File: config.mk
export PLATFORM = sky130hd
export DESIGN_NAME = uart_rx
export DESIGN_NICKNAME = d
export VERILOG_FILES = /design/src/rtl/uart_pkg.sv /design/src/rtl/uart_rx_bit_timer.sv /design/src/rtl/uart_rx.sv
export SDC_FILE = /design/constraint.sdc
export NUM_CORES = 1
export LEC_CHECK = 0
export CORE_ASPECT_RATIO = 1.2
export CORE_MARGIN = 3
export CORE_UTILIZATION = 54
export DETAILED_ROUTE_END_ITERATION = 6
export PLACE_DENSITY = 0.86
export SLEW_MARGIN = 20
export SYNTH_ARGS = -nofsm -noshare
export SYNTH_HDL_FRONTEND = slang
export SYNTH_HIERARCHICAL = 1
export SYNTH_SLANG_ARGS = --single-unit
File: constraint.sdc
create_clock -name clk -period 1.59 [get_ports clk]
set_input_delay 0.2385 -clock clk [delete_from_list [all_inputs] [get_ports clk]]
set_output_delay 0.2385 -clock clk [all_outputs]
set_load 0.05 [all_outputs]
File: src/rtl/uart_pkg.sv
// Shared UART definitions: frame state encoding, parity polarity constants
// and the parity-bit helper used by both transmitter and receiver.
package uart_pkg;

  localparam int DATA_W = 8;

  localparam logic PAR_ODD  = 1'b0;
  localparam logic PAR_EVEN = 1'b1;

  typedef enum logic [2:0] {
    IDLE,
    START,
    DATA,
    PARITY,
    STOP
  } uart_state_e;

  // Value the parity bit must carry for the given data byte and parity type.
  function automatic logic parity_bit(input logic [DATA_W-1:0] data,
                                      input logic              par_typ);
    return (par_typ == PAR_EVEN) ? ^data : ~^data;
  endfunction

endpackage

File: src/rtl/uart_rx_bit_timer.sv
// Bit-cell timer: counts k = 0..PRESCALE-1 per cell and flags the mid-cell
// sample point and the cell end. Restart marks the start-detect cycle as k=0.
module uart_rx_bit_timer #(
  parameter int PRESCALE = 1
) (
  input  logic clk,
  input  logic reset,
  input  logic restart,
  output logic sample_stb,
  output logic end_stb
);

  localparam int            CW        = (PRESCALE > 1) ? $clog2(PRESCALE) : 1;
  localparam logic [CW-1:0] MID       = CW'(PRESCALE / 2);
  localparam logic [CW-1:0] LAST      = CW'(PRESCALE - 1);
  localparam logic [CW-1:0] RESTART_K = (PRESCALE == 1) ? '0 : CW'(1);

  logic [CW-1:0] k_q, k_d;

  // The restart cycle itself is k=0, so the counter resumes at k=1.
  always_comb begin
    k_d = k_q;
    if (restart)          k_d = RESTART_K;
    else if (k_q == LAST) k_d = '0;
    else                  k_d = k_q + 1'b1;
  end

  always_ff @(posedge clk) begin
    if (reset) k_q <= '0;
    else       k_q <= k_d;
  end

  assign sample_stb = (k_q == MID);
  assign end_stb    = (k_q == LAST);

endmodule

File: src/rtl/uart_rx.sv
// UART receiver: start/data/parity/stop framing sampled at mid-cell, with
// one-cycle pulses for a good byte, a parity error and a stop (framing) error.
module uart_rx
  import uart_pkg::*;
#(
  parameter int PRESCALE = 1
) (
  input  logic              clk,
  input  logic              reset,
  input  logic              RX_IN,
  input  logic              PAR_EN,
  input  logic              PAR_TYP,
  output logic [DATA_W-1:0] P_DATA,
  output logic              DATA_VALID,
  output logic              PAR_ERR,
  output logic              STP_ERR,
  output logic              Busy
);

  localparam int BCW = $clog2(DATA_W);

  uart_state_e       state_q, state_d;
  logic [BCW-1:0]    bit_cnt_q, bit_cnt_d;
  logic [DATA_W-1:0] shift_q, shift_d;
  logic [DATA_W-1:0] p_data_q, p_data_d;
  logic              par_en_q, par_en_d;
  logic              par_typ_q, par_typ_d;
  logic              par_bad_q, par_bad_d;
  logic              dv_q, dv_d;
  logic              pe_q, pe_d;
  logic              se_q, se_d;
  logic              restart, sample_stb, end_stb, frame_err;

  uart_rx_bit_timer #(.PRESCALE(PRESCALE)) u_timer (
    .clk        (clk),
    .reset      (reset),
    .restart    (restart),
    .sample_stb (sample_stb),
    .end_stb    (end_stb)
  );

  assign frame_err = !RX_IN || (par_bad_q && par_en_q);

  always_comb begin
    // NOTE: every combinational output gets a default first, so no path infers a latch.
    state_d   = state_q;
    bit_cnt_d = bit_cnt_q;
    shift_d   = shift_q;
    p_data_d  = p_data_q;
    par_en_d  = par_en_q;
    par_typ_d = par_typ_q;
    par_bad_d = par_bad_q;
    dv_d      = 1'b0;
    pe_d      = 1'b0;
    se_d      = 1'b0;
    restart   = 1'b0;

    unique case (state_q)
      IDLE: begin
        if (!RX_IN) begin
          restart   = 1'b1;
          par_en_d  = PAR_EN;
          par_typ_d = PAR_TYP;
          par_bad_d = 1'b0;
          bit_cnt_d = '0;
          state_d   = (PRESCALE == 1) ? DATA : START;
        end
      end
      START: begin
        if (sample_stb && RX_IN) state_d = IDLE;
        else if (end_stb)        state_d = DATA;
      end
      DATA: begin
        if (sample_stb) shift_d[bit_cnt_q] = RX_IN;
        if (end_stb) begin
          if (bit_cnt_q == BCW'(DATA_W - 1)) begin
            bit_cnt_d = '0;
            state_d   = par_en_q ? PARITY : STOP;
          end else begin
            bit_cnt_d = bit_cnt_q + 1'b1;
          end
        end
      end
      PARITY: begin
        if (sample_stb) par_bad_d = (RX_IN != parity_bit(shift_q, par_typ_q));
        if (end_stb)    state_d   = STOP;
      end
      STOP: begin
        // Leave at the stop sample so a back-to-back start is seen next cycle.
        if (sample_stb) begin
          state_d = IDLE;
          se_d    = !RX_IN;
          pe_d    = par_bad_q && par_en_q;
          if (!frame_err) begin
            p_data_d = shift_q;
            dv_d     = 1'b1;
          end
        end
      end
      default: state_d = IDLE;
    endcase
  end

  always_ff @(posedge clk) begin
    // NOTE: sequential state uses non-blocking assignments only.
    if (reset) begin
      state_q   <= IDLE;
      bit_cnt_q <= '0;
      shift_q   <= '0;
      p_data_q  <= '0;
      par_en_q  <= 1'b0;
      par_typ_q <= 1'b0;
      par_bad_q <= 1'b0;
      dv_q      <= 1'b0;
      pe_q      <= 1'b0;
      se_q      <= 1'b0;
    end else begin
      state_q   <= state_d;
      bit_cnt_q <= bit_cnt_d;
      shift_q   <= shift_d;
      p_data_q  <= p_data_d;
      par_en_q  <= par_en_d;
      par_typ_q <= par_typ_d;
      par_bad_q <= par_bad_d;
      dv_q      <= dv_d;
      pe_q      <= pe_d;
      se_q      <= se_d;
    end
  end

  assign P_DATA     = p_data_q;
  assign DATA_VALID = dv_q;
  assign PAR_ERR    = pe_q;
  assign STP_ERR    = se_q;
  assign Busy       = (state_q != IDLE);

endmodule

# Yosys cells after proc, flatten, opt, wreduce, memory -nomap -nowiden
# Cells that the tools add are included.
# totals
reg_bits	29
input_bits	5
# op_classes
addsub	2
reduce_logical	19
bitwise	4
order_cmp	2
eq_ne	12
muxes	23
# ops
cell	count
two-way mux 3 bit	11
one-hot mux 3 bit (5 select lines)	1
inequality test 2 bit (second input constant)	5
AND reduction 3 bit	3
bitwise mux 8 bit	1
XNOR reduction 8 bit	1
parity 8 bit	1
two-way mux 1 bit	7
== test 3 x 2 -> 1 bit (second input constant)	2
== test 3 bit (second input constant)	2
one-hot mux 3 bit (2 select lines)	1
AND reduction 6 bit	1
OR reduction 3 bit	2
less-than comparator 3 x 4 -> 1 bit (second input constant)	1
NOT 1 bit	4
AND reduction 2 bit	2
nonzero test 2 bit	2
adder 3 x 1 -> 3 bit (second input constant)	1
demux 1 bit (select 3 bit)	1
== test 3 x 1 -> 1 bit (second input constant)	1
greater-or-equal comparator 3 x 1 -> 1 bit (second input constant)	1
logical AND 1 bit	3
zero test 3 bit	1
inequality test 3 bit (second input constant)	1
6 further kinds	6

# Logic depth before layout (Yosys ltp)
# logic_depth
ltp_word	5
depth_mapped	6
ltp_nobuf	6

# Hierarchy
# Netlist, hierarchy kept.
# modules_own_cells
mod	n_inst	seq_area_each_um2	area_per_inst_um2	cells_each
uart_rx	1	560.5	1370.1	145
uart_rx_bit_timer	1	20.0	35.0	4

# Least setup slack after synthesis
# No wires, ideal clock.
# synth_path
path_type	reg2reg
startpoint	register state_q[1]
endpoint	register state_q[1]
synth_period_minus_slack_ns	1.447
stages_incl_launch_ff	6
setup_slack_ns	0.143
setup_time_ns	0.067
required_ns	1.523
arrival_time_ns	1.380
cell_sequence	dfxtp_1 buf_4 nor2_2 or4_4 a31o_1 a21oi_2
# synth_via
elab_chain_cells	3
word_cells_on_any_way	13
classes_between	eq/ne (10); mux (1); reduce/logical (2)
# synth_rtl
element	line_no	rtl
start, declared	uart_rx.sv:22	uart_state_e state_q, state_d;
start signal, assigned	uart_rx.sv:118	state_q <= state_d;
== test 3 x 1 -> 1 bit, or another cell as far along	uart_rx.sv:58	unique case (state_q)
inequality test 3 bit (no source line) / inequality test 2 bit (equally long branches)	--	
AND reduction 6 bit (no source line)	--	
# Several ways; a longest one is shown, not always the timed one.
# A chain may end at the register's enable or synchronous reset.

# Final worst setup path
# layout_path
startpoint	register state_q[1]
endpoint	register shift_q[4]
# layout_via
elab_chain_cells	2
# layout_rtl
element	line_no	rtl
== test 3 x 2 -> 1 bit	uart_rx.sv:58	
AND reduction 2 bit (no source line)	--	
end signal, assigned	uart_rx.sv:120	shift_q <= shift_d;
end, declared	uart_rx.sv:24	logic [DATA_W-1:0] shift_q, shift_d;
# No other way between the ends.

==> flow_summary.yaml <==
run_status:
  outcome: "completed"
clock_tree:
  root_buffer: "clkbuf_4"
  cts_hold_buf: 0
  clkTransAtPathRegs_ns: 0.08
  cts_made_buffers: 5
  cts_resized: 0
  clk_latency_ns: 0.32
  post-cts-setup-buffer-count: 0
  clkSinkCount: 29
  cts_tree: "built"
  cts_max_path_buffers: 2
  htreeDepth: 2
power_and_ir_drop:
  power_density_nw_per_um2: 1062
  p_leak_nw: 0.7477
  irDropWorstVdd_mv: 0.8129
synth:
  syn_inst: 149
  synth-seq-cells: 29
  yosysSeqAreaShare_pct: 41.32
  syn_nets: 156
  synthFlopType: "dfxtp_1"
  yosys.area.top_type_share_pct: 41.32
  synthesis.area_um2: 1405
  yosysTopAreaCell: "dfxtp_1"
  yosys_warnings: 6
  synth_edf_count: 0
  syn_area_per_cell_um2: 9.430
  ys_types: 41
  synthArstFlopShare_pct: 0
  yosys-top-cells-area: "dfxtp_1 41%, mux2i_1 14%, nor2_1 6.9%"
worst_setup_path:
  crit_chain: "nand4bb_1 > nor4b_1 > mux2i_1 > nor2_1"
  reg2reg_slack_ns: 0.03
  crit_path_end_kind: "register"
  path_class: "register to register"
  critPathMaxFanout: 4
  start_kind: "register"
  reg2reg_depth: 4
  cpPeakStageDelay_ns: 0.45
  crit_buf_inv: 0
  slowest_stage: "nor4b_1"
  timing.rr.start: "state_q[1]"
  crit_family: "simple AND/OR/NAND/NOR gates"
  arrival_ns: 1.77
  worstPathRequired_ns: 1.80
  r2r_end: "shift_q[4]"
die:
  ios: 17
  coreArea_um2: 2377
  num_rows: 19
  die_h_um: 61.88
  die_w_um: 52.57
  dieArea_um2: 3253
  initial_core_util_pct: 59.11
min_path:
  hp-class: "register to register"
  hold_depth: 2
  min-delay-start: "P_DATA[7]"
  min_to: "P_DATA[7]"
global_route:
  grt-ovfl-total: 0
  grt_pass1_vias: 1047
  grt_pass1_wl_mm: 4.319
  grt_antenna_before_repair: 0
  groute.usage.overall_pct: 18.47
  grt_max_degree: 16
sta:
  finClkSkew_ns: 0.006973
  drv_slew: 0
  fin_crit_sh_pct: 98.13
  fin_crit_ns: 1.560
  hold_viol: 0
  setup_tns_ns: 0
  worst_hold_slack_ns: 0.4985
  fmax_mhz: 640.9
  finalSetupViolCount: 0
cells_and_area:
  syn2layout_area_growth_pct: 19.41
  drive_above_1_share_pct: 22.35
  fin_nets: 177
  diodes: 0
  fill_cells: 169
  final_common_cell: "dfxtp_1"
  layout_common_cells: "27 x dfxtp_1, 26 x nor2_1, 21 x buf_4"
route:
  dr.pass1.iters: 4
  drt-total-wl_mm: 2.690
  drt_iter0_markers: 22
  dr_total_vias: 1130
  drc: 0
  viasPerCell: 5.622
  ant_nets: 0
  wire_per_inst_um: 13.38
job:
  maxCapViolCount: 0
placed_design:
  io_buffers: 16
  gp_congestion: 0.9770
  dp_hpwl_mm: 1.998
## registers in the layout, summed over array words and instances (netlist names)
| name | cells |
|---|---|
| bit_cnt_q | 3 |
| P_DATA | 8 |
| DATA_VALID | 1 |
| STP_ERR | 1 |
| par_typ_q | 1 |
| par_en_q | 1 |
| PAR_ERR | 1 |
| shift_q | 8 |
| u_timer/k_q | 1 |
| par_bad_q | 1 |
| state_q | 3 |
## Yosys cell counts, types with 2 or more instances
cell       number
nor2_1         26
and4bb_1        2
nor4b_1         2
a32oi_1         2
o211ai_1        2
nor2b_1         4
nor3b_1         2
nand4bb_1       2
xnor2_1         5
nand4b_1        3
inv_1           2
a21oi_1         2
mux2i_1        19
nand3_1         2
nand4_1         3
nor4_1          2
buf_4           2
nand2b_1        3
ha_1            2
clkbuf_1        7
nand2_1         6
buf_2           2
dfxtp_1        29
## metrics by stage
step                instance area, um^2  std cells  power [mW]  utilization [%]  worst slack (ns)
floorplan                          1405        149       1.190                -            0.1431
global placement                   1607        194       1.334            67.58           -0.1199
detailed placement                 1607        194       1.351            67.58           -0.1626
CTS                                1662        201       1.789            69.89           0.06810
global route                       1678        201       1.875            70.58          -0.09766
finish                             1678        201       1.782            70.58           0.02967
## worst max path at each step
stage           startpoint         end  slack, ns  depth (start not counted)
2_1_floorplan   state_q[1]  state_q[1]       0.14                          5
3_3_place_gp         RX_IN  state_q[1]      -0.12                          5
3_5_place_dp         RX_IN  state_q[1]      -0.16                          6
4_1_cts         state_q[0]        Busy       0.07                          4
5_1_grt        u_timer/k_q  shift_q[4]       -0.1                          5
6_report        state_q[1]  shift_q[4]       0.03                          4
## cell type report
class / count / area (um^2) / area share (%)
inverters: 2 / 7.507 / 0.4474
multi-input cells: 106 / 775.7 / 46.23
clock buffers: 7 / 55.05 / 3.281
repair buffers: 26 / 217.7 / 12.98
flip-flops and latches: 29 / 583.1 / 34.75
well taps: 31 / 38.79 / 2.312
## power breakdown
part | internal (mW) | switching, mW
Clock | 0.208 | 0.231
Combinational | 0.255 | 0.292
Sequential | 0.760 | 0.0346
Total | 1.22 | 0.558
## routing by layer
metal	GRT usage, %	vias to the layer above	share of wire [%]
met2	31.03	23	52
met5	0	-	0
met4	12.04	0	2.5
met3	5.967	8	4.3
met1	20.00	534	41
li1	-	565	-
## cell families after synthesis
logic type	after synthesis	share of synthesized area, %
compound gates	13	7.035
xor+xnor	7	5.343
fa+ha+maj	2	1.781
buf+inv	14	4.452
flops	29	41.32
mux	19	13.54
other cells	1	0.2669
simple gates	64	26.27
## worst register-to-register path: stages (launching register included)
cell       delay (ns)
dfxtp_1          0.43
nand4bb_1        0.23
nor4b_1          0.45
mux2i_1          0.29
nor2_1           0.06
No activity file was read; power rests on OpenSTA's default activity.
